`config.mk`:
```
export PLATFORM = sky130hd
export DESIGN_NAME = udma_qspi_cmd_buffer
export DESIGN_NICKNAME = d
export VERILOG_FILES = /design/src/rtl/udma_qspi_cmd_buffer.sv
export SDC_FILE = /design/constraint.sdc
export NUM_CORES = 1
export LEC_CHECK = 0
export CAP_MARGIN = 0
export CORE_MARGIN = 2
export CORE_UTILIZATION = 30
export DETAILED_ROUTE_END_ITERATION = 8
export PLACE_DENSITY = 0.54
export SLEW_MARGIN = 20
export SYNTH_ARGS = -nofsm -noshare
export SYNTH_HDL_FRONTEND = slang
export SYNTH_SLANG_ARGS = --single-unit
```
`constraint.sdc`:
```
create_clock -name sys_clk_i -period 2.9 [get_ports sys_clk_i]
set_input_delay 0.58 -clock sys_clk_i [delete_from_list [all_inputs] [get_ports sys_clk_i]]
set_output_delay 0.58 -clock sys_clk_i [all_outputs]
set_load 0.01 [all_outputs]
```
`src/rtl/udma_qspi_cmd_buffer.sv`:
```
// Elastic in-order command FIFO between the uDMA command channel and the QSPI master command input.
// Latency: a word pushed at edge N is presented at the output right after edge N (1 cycle).
// Backpressure: in_ready_o drops when full or during clr/reset; no same-cycle pop lookahead.
// Optional low-watermark refill event: define UDMA_QSPI_CMD_BUF_WM_EN.
module udma_qspi_cmd_buffer #(
  parameter  int DATA_WIDTH = 32,
  parameter  int DEPTH      = 4,
  localparam int LW         = $clog2(DEPTH) + 1,
  localparam int PW         = $clog2(DEPTH)
) (
  input  logic                  sys_clk_i,
  input  logic                  rst_i,
  input  logic                  clr_i,
  input  logic [DATA_WIDTH-1:0] in_data_i,
  input  logic                  in_valid_i,
  output logic                  in_ready_o,
  output logic [DATA_WIDTH-1:0] out_data_o,
  output logic                  out_valid_o,
  input  logic                  out_ready_i,
`ifdef UDMA_QSPI_CMD_BUF_WM_EN
  input  logic [LW-1:0]         wm_i,
  output logic                  wm_evt_o,
`endif
  output logic [LW-1:0]         level_o
);

  logic [DATA_WIDTH-1:0] mem_q [DEPTH];
  logic [DATA_WIDTH-1:0] mem_d [DEPTH];
  logic [PW-1:0]         wptr_q, wptr_d;
  logic [PW-1:0]         rptr_q, rptr_d;
  logic [LW-1:0]         level_q, level_d;
  logic                  full, empty, push, pop;

  // Handshake decode; the level counter is the sole full/empty source.
  always_comb begin
    full        = (level_q == LW'(DEPTH));
    empty       = (level_q == '0);
    in_ready_o  = !full && !rst_i && !clr_i;
    out_valid_o = !empty;
    out_data_o  = mem_q[rptr_q];
    level_o     = level_q;
    push        = in_valid_i && in_ready_o;
    pop         = out_valid_o && out_ready_i;
  end

  // Next-state for storage, pointers and level; a flush discards any concurrent pop.
  always_comb begin
    mem_d   = mem_q;
    wptr_d  = wptr_q;
    rptr_d  = rptr_q;
    level_d = level_q;
    if (push) begin
      mem_d[wptr_q] = in_data_i;
      wptr_d        = wptr_q + 1'b1;
    end
    if (pop) begin
      rptr_d = rptr_q + 1'b1;
    end
    if (push && !pop) begin
      level_d = level_q + 1'b1;
    end else if (pop && !push) begin
      level_d = level_q - 1'b1;
    end
    if (clr_i) begin
      wptr_d  = '0;
      rptr_d  = '0;
      level_d = '0;
    end
  end

  // State registers; reset additionally zeroes the storage array.
  always_ff @(posedge sys_clk_i) begin
    if (rst_i) begin
      for (int i = 0; i < DEPTH; i++) begin
        mem_q[i] <= '0;
      end
      wptr_q  <= '0;
      rptr_q  <= '0;
      level_q <= '0;
    end else begin
      mem_q   <= mem_d;
      wptr_q  <= wptr_d;
      rptr_q  <= rptr_d;
      level_q <= level_d;
    end
  end

`ifdef UDMA_QSPI_CMD_BUF_WM_EN
  logic wm_evt_q, wm_evt_d;

  // Fire when the level crosses from >= wm to < wm through pops only; a
  // threshold change alone cannot fire since it needs level_d < level_q.
  always_comb begin
    wm_evt_d = (wm_i != '0) && !clr_i && (level_q >= wm_i) && (level_d < wm_i);
    wm_evt_o = wm_evt_q;
  end

  // Registered event so it aligns with the cycle level_o shows the new value.
  always_ff @(posedge sys_clk_i) begin
    if (rst_i) begin
      wm_evt_q <= 1'b0;
    end else begin
      wm_evt_q <= wm_evt_d;
    end
  end
`endif

endmodule

```
==> results of run 1 <==
## state kept, by name (all words and copies together), names as in the netlist
name and count:
level_o 3, mem_q 128, wptr_q 2, rptr_q 2
## worst min path at each step
stage,to,startpoint,slack [ps]
2_1_floorplan,mem_q[63],mem_q[63],450
3_3_place_gp,mem_q[75],mem_q[75],460
3_5_place_dp,mem_q[71],mem_q[71],470
4_1_cts,mem_q[71],mem_q[71],470
5_1_grt,mem_q[114],mem_q[114],490
6_report,mem_q[1],mem_q[1],470
## layer usage
metal | up-vias | share of wire [%]
met3 | 20 | 6.2
met1 | 2739 | 42
met2 | 210 | 50
met4 | 0 | 1.3
met5 | - | 0
li1 | 2542 | -
## worst register-to-register path, cell delays in order (launching register included)
cell and delay (ps):
dfxtp_1 560, or3b_4 220, buf_4 480, buf_4 760, nand3_1 210, a21oi_1 170
## final cells by class
| class | instances | area (um2) | area share [%] |
|---|---|---|---|
| inverters | 3 | 11.3 | 0.150 |
| well taps | 265 | 332 | 4.41 |
| clock buffers | 23 | 498 | 6.62 |
| multi-input cells | 455 | 3000 | 39.9 |
| flip-flops and latches | 135 | 2710 | 36.0 |
| clock inverters | 9 | 72.6 | 0.965 |
| repair buffers | 92 | 903 | 12.0 |
## metrics by stage
| step | area [um2] | std cells | hold slack [ps] | setup slack, ps |
|---|---|---|---|---|
| global route | 7520 | 982 | 493 | 122 |
| finish | 7520 | 982 | 473 | 196 |
| CTS | 7510 | 982 | 473 | 169 |
| global placement | 6940 | 950 | 457 | 174 |
| detailed placement | 6940 | 950 | 465 | 134 |
| floorplan | 6060 | 674 | 451 | 579 |
## cells by family (layout without fill, tap and decap cells)
group | Yosys count | in the layout
AO/OA/AOI/OAI | 261 | 261
AND/OR/NAND/NOR | 150 | 150
flip-flops | 135 | 135
buffers and inverters | 84 | 127
multiplexers | 34 | 34
adder cells (fa/ha/maj) | 6 | 6
XOR/XNOR | 4 | 4
## cell usage in the layout (no fill, tap or decap), types with 3 or more instances in the layout
cell / synthesis / final
dfxtp_1: 135 / 133
clkbuf_8: 0 / 5
ha_1: 5 / 5
xor2_1: 4 / 4
nand4bb_1: 4 / 4
mux4_2: 32 / 32
o21ai_0: 109 / 109
nor2_1: 6 / 6
inv_1: 3 / 3
and4bb_1: 4 / 4
o21ai_1: 20 / 20
nand3_1: 128 / 128
clkbuf_16: 0 / 17
buf_4: 1 / 16
clkdlybuf4s50_1: 0 / 72
a21oi_1: 129 / 129
clkinv_2: 0 / 7
## where the power goes
| group | total, W | switching, W | internal (W) |
|---|---|---|---|
| Sequential | 0.00190 | 0.0000184 | 0.00188 |
| Clock | 0.00207 | 0.000783 | 0.00128 |
| Combinational | 0.000329 | 0.000189 | 0.000140 |
==> summary.md, run 1 <==
| Metric | Value |
|---|---|
| Fmax | `roughly 0.37 GHz` |
| Dpl hpwl | `10200 um` |
| Wire per inst | `19.0 um` |
| Min Clock Period, post-route | `2700 ps` |
| Pwr/cell area | `about 570 mW/mm2` |
| Util after Layout | `38.3%` |
| DR vias/cell | `between 5 and 6` |
| # hold bufs at CTS | `0` |
| Slew @ Worst Pin | `between 800 and 900 ps` |
| Period utilization | `93.2%` |
| Clock sink count | `roughly 140` |
| Initial DRC count | `approximately 570` |
| Buffers on Ports | `73` |
| Pleak | `2.34 nW` |
| Routing usage on met1 | `a little over a fifth` |
| Final setup skew | `5.54 ps` |
| Required @ worst endpoint | `2320 ps` |
| Total CTS buffers | `17` |
| Total GRT Usage | `between 10% and 20%` |
| Flops & latches, synth | `135` |
| Critical R2R Capture | `mem_q[20]` |
| CP max-delay cell | `dfxtp_2` |
| Final wirelength | `18600 um` |
| DRC violations left | `0` |
| Num ports | `74` |
| Initial cell density of the core | `approximately 30%` |
| CP Cell Sequence | `buf_4, mux4_2, clkdlybuf4s50_1` |
| Compound-Gate Fraction of Synth Area | `21.7%` |
| CTS H-Tree Depth | `4` |
| Largest delay share family, worst path | `buffers and inverters` |
| Critical path class | `reg -> out` |
| IR drop worst, VDD | `0.000357 V` |
| Async SR Flop Fraction | `0%` |
| Post-Synth Simple-Gate Area | `between 10% and 20%` |
| Crit path launch | `rptr_q[0]` |
| Post-Synth XOR/XNOR Area | `0.578%` |
| Max clock buf depth | `2` |
| ANT cells | `0` |
| CP arrival | `2120 ps` |
| Unique cell type count in the Yosys netlist | `29` |
| Worst skew pair latency | `roughly 410 ps` |
| Hold WC Path Type | `reg -> reg` |
| Root buffer cell | `clkbuf_16` |
| Worst R2R Path Depth | `5` |
| Endpoints failing setup | `0` |
| Pre-Repair DR Iteration Count | `7` |
| Area grow syn2layout | `24.0%` |
| RD Place Congestion | `a little under 0.7` |
| Cell taking the most area after synthesis | `dfxtp_1` |
| Syn Area/Cell | `8.99 um2` |
| Largest stage delay on the critical path | `580 ps` |
| Cell count after synthesis | `674` |
| GRT busiest layer | `met2` |
| Chip Height | `between 100 and 150 um` |
| Core ar. | `0.0197 mm2` |
| Syn Nets | `about 720` |
| Nature of the critical path endpoint | `output pin` |
| Setup TNS Final | `0 ps` |
| Routed Antenna Nets | `0` |
| Status | `completed` |
| Slew HR | `40.0%` |
| Initial antenna violation count | `0` |
| Post-CTS sizing | `0` |
| Buf/Inv on CP | `2` |
| Die width | `~150 um` |
| Tot Pwr | `roughly 0.0043 W` |
| Max Fanout on Critical Path | `11` |
| Most frequent cell after synthesis | `dfxtp_1` |
| Mapped cell area | `0.00606 mm2` |
| CP Capture Point | `out_data_o[5]` |
| Post-synthesis mux area share | `12.2%` |
| Largest net degree at the start of global routing | `between 100 and 150` |
| Largest family of logic cells by synthesized area | `compound AO/OA/AOI/OAI gates` |
| First-pass GRT wire length | `29700 um` |
| Register area share after synthesis | `44.6%` |
| Yosys Warn Count | `0` |
| Post-Synth Adder-Cell Area | `under 10%` |
| RSZ-0062 raised after global routing | `false` |
| Max Transition Viols Final | `0` |
| Grt met2 use | `roughly 30%` |
| Reg-to-Reg Start | `level_o[0]` |
| Met3 usage in global routing | `4.00%` |
| Ranking of synthesized cells by area | `dfxtp_1 45%, mux4_2 12%, a21oi_1 11%, nand3_1 11%, o21ai_0 9.0%` |
| EDFF count, synth | `0` |
| Worst R2R Setup Slack | `420 ps` |
| Vias in the first global route | `roughly 5500` |
| Critical path startpoint category | `register` |
| Commonest cells post-synth | `135 x dfxtp_1, 129 x a21oi_1, 128 x nand3_1, 109 x o21ai_0, 47 x clkbuf_1` |
| Final Net Count | `approximately 750` |
| Synth top area share | `roughly 45%` |
| Hold Fails Final Rpt | `0` |
| Row count | `51` |
| Vias | `5511` |
| Critical path depth in cells | `3` |
| CTS tree | `yes` |
| Share of cells above drive strength 1 | `approximately an eighth` |
| Post-CTS setup buffers | `0` |
| Die Area | `0.0214 mm2` |
| Max-cap violation count | `0` |
| WHS Path Cells | `2` |
| Congestion Overflow GR | `0` |
| FILL cells | `2024` |
| Top FF cell, synth | `dfxtp_1` |
| Worst-path clk slew | `~60 ps` |
(Power assumes the default switching activity.)
==> inputs of run 2 (changes only) <==
CAP_MARGIN = 20   (was 0)
SETUP_SLACK_MARGIN = 0.3   (was not set)
==> run 2 against run 1 <==
  * Clock power hardly changed
  * Setup slack improved by 200 ps
  * First-iteration DRC count grew 13%
  * Highest routed layer unchanged
==> summary.md, run 2 (synthesis gave the netlist of run 1 again) <==
| Metric | Value |
|---|---|
| Row count | `51 (unchanged)` |
| Worst skew pair latency | `410 ps (about the same)` |
| Routed Antenna Nets | `0 (unchanged)` |
| Pre-Repair DR Iteration Count | `6 (-1)` |
| Die Area | `0.0214 mm2 (unchanged)` |
| CTS tree | `yes` |
| Setup TNS Final | `0 ps (unchanged)` |
| Commonest non-fill, non-tap cells in the layout | `133 x dfxtp_1, 129 x a21oi_1, 128 x nand3_1, 109 x o21ai_0, 40 x clkdlybuf4s50_1` |
| Critical path class | `reg -> out` |
| Min Clock Period, post-route | `2500 ps (-202 ps)` |
| Biggest register | `mem_q` |
| Multi-input gate area | `0.00300 mm2 (unchanged)` |
| Total CTS buffers | `17 (unchanged)` |
| Initial cell density of the core | `30.8% (unchanged)` |
| Final Net Count | `767 (+2.7%)` |
| Max reg flops | `128 (unchanged)` |
| Period utilization | `86.3% (-6.9 points)` |
| Leading cell type in the layout, fill and taps excluded | `dfxtp_1` |
| Max Fanout on Critical Path | `12 (+1)` |
| Hold Fails Final Rpt | `0 (unchanged)` |
| Wire per inst | `18.8 um (-0.73%)` |
| Largest net degree at the start of global routing | `129 (unchanged)` |
| Endpoints failing setup | `0 (unchanged)` |
| First-pass GRT wire length | `29900 um (+0.79%)` |
| FILL cells | `2021 (-0.15%)` |
| CTS H-Tree Depth | `4 (unchanged)` |
| Area grow syn2layout | `26.9%` |
| Fmax | `0.400 GHz (+8.1%)` |
| Dpl hpwl | `10200 um (unchanged)` |
| CP arrival | `1920 ps (-200 ps)` |
| Final non-filler cell total | `1002 (+2.0%)` |
| Register Area | `0.00271 mm2 (+0.19%)` |
| Required @ worst endpoint | `2320 ps (about the same)` |
| Pleak | `2.73 nW (+16%)` |
| DR vias/cell | `5.52 (-1.6%)` |
| Clock sink count | `135 (unchanged)` |
| Initial antenna violation count | `0 (unchanged)` |
| RSZ-0062 raised after global routing | `false` |
| Core ar. | `0.0197 mm2 (unchanged)` |
| RD Place Congestion | `0.690 (unchanged)` |
| Vias | `5536 (+0.45%)` |
| Share of cells above drive strength 1 | `14.7% (+2.4 points)` |
| Util after Layout | `39.2% (+0.90 points)` |
| Total GRT Usage | `17.6% (+0.15 points)` |
| ANT cells | `0 (unchanged)` |
| Slew HR | `38.9% (-1.2 points)` |
| Max clock buf depth | `2 (unchanged)` |
| Final wirelength | `18900 um (+1.3%)` |
| Hold_sp | `mem_q[1]` |
| Worst-path clk slew | `60 ps (about the same)` |
| Chip Height | `146 um (unchanged)` |
| Pwr/cell area | `557 mW/mm2 (-2.5%)` |
| Root buffer cell | `clkbuf_16` |
| Congestion Overflow GR | `0 (unchanged)` |
| Max-cap violation count | `0 (unchanged)` |
| Tot Pwr | `0.00428 W (-0.23%)` |
| Placed Cells | `950 (unchanged)` |
| Num ports | `74 (unchanged)` |
| Die width | `146 um (unchanged)` |
| Initial DRC count | `640 (+13%)` |
| Hold WC Path Type | `reg -> reg` |
| Critical path startpoint category | `register` |
| Status | `completed` |
| Nature of the critical path endpoint | `output pin` |
| Max Transition Viols Final | `0 (unchanged)` |
| Final setup skew | `4.82 ps (-0.721 ps)` |
| DRC violations left | `0 (unchanged)` |
| Crit path launch | `rptr_q[1]` |
| Buffers on Ports | `73 (unchanged)` |
| Reg-to-Reg Start | `level_o[0]` |
| Slew @ Worst Pin | `917 ps (+17.6 ps)` |
| Vias in the first global route | `5523 (+0.091%)` |
| IR drop worst, VDD | `0.000349 V (-2.1%)` |
-- run 2: cell count changes in the layout (fill, tap and decap cells not counted) --
| cell | previous run | this run |
|---|---|---|
| buf_16 | 0 | 1 |
| buf_4 | 16 | 33 |
| buf_6 | 2 | 4 |
| clkdlybuf4s50_1 | 72 | 40 |
| dfxtp_2 | 2 | 0 |
| dfxtp_4 | 0 | 2 |
| dlygate4sd2_1 | 0 | 23 |
| dlymetal6s2s_1 | 0 | 9 |
-- run 2: cell type report --
| class | instances | area share, % |
|---|---|---|
| clock inverter | 9 | 0.943 |
| clock buffer | 23 | 6.47 |
| sequential | 135 | 35.2 |
| multi-input combinational | 455 | 38.9 |
| timing repair buffer | 112 | 14.0 |
| tap | 265 | 4.31 |
| inverter | 3 | 0.146 |
-- run 2: worst paths after layout --
check / endpoint / slack, ps / cells past startpoint
setup / recovery: out_data_o[23] / 400 / 4
hold / removal: mem_q[1] / 470 / 2
setup reg to reg: level_o[2] / 620 / 8
hold reg to reg: mem_q[1] / 470 / 2
-- run 2: critical path: stages, from the launching register on --
cell and delay (ps):
dfxtp_4 410, buf_12 150, buf_4 140, mux4_2 510
dlygate4sd2_1 300
-- run 2: power by group --
group / internal (W) / switching [W]
combinational: 0.000134 / 0.000191
sequential: 0.00188 / 0.0000167
clock: 0.00128 / 0.000782
total: 0.00329 / 0.000989
-- run 2: repair_timing --
item,4_1_cts,5_1_grt
hold buffers,0,0
endpoints found under the setup margin,33,43
gates cloned,1,0
buffers inserted,3,16
resized for setup,27,10
-- run 2: through the flow --
step	worst slack, ps	area (um2)	hold slack [ps]
floorplan	579	6060	451
global placement	174	6940	457
detailed placement	134	6940	465
CTS	220	7540	473
global route	318	7690	493
finish	397	7690	472
-- run 2: metal layers --
layer	GRT usage [%]	vias to the layer above	part of all wire [%]
li1	-	2578	-
met3	4.00	20	6.8
met4	6.02	0	1.5
met1	22.1	2725	42
met2	30.0	213	50
met5	0	-	0
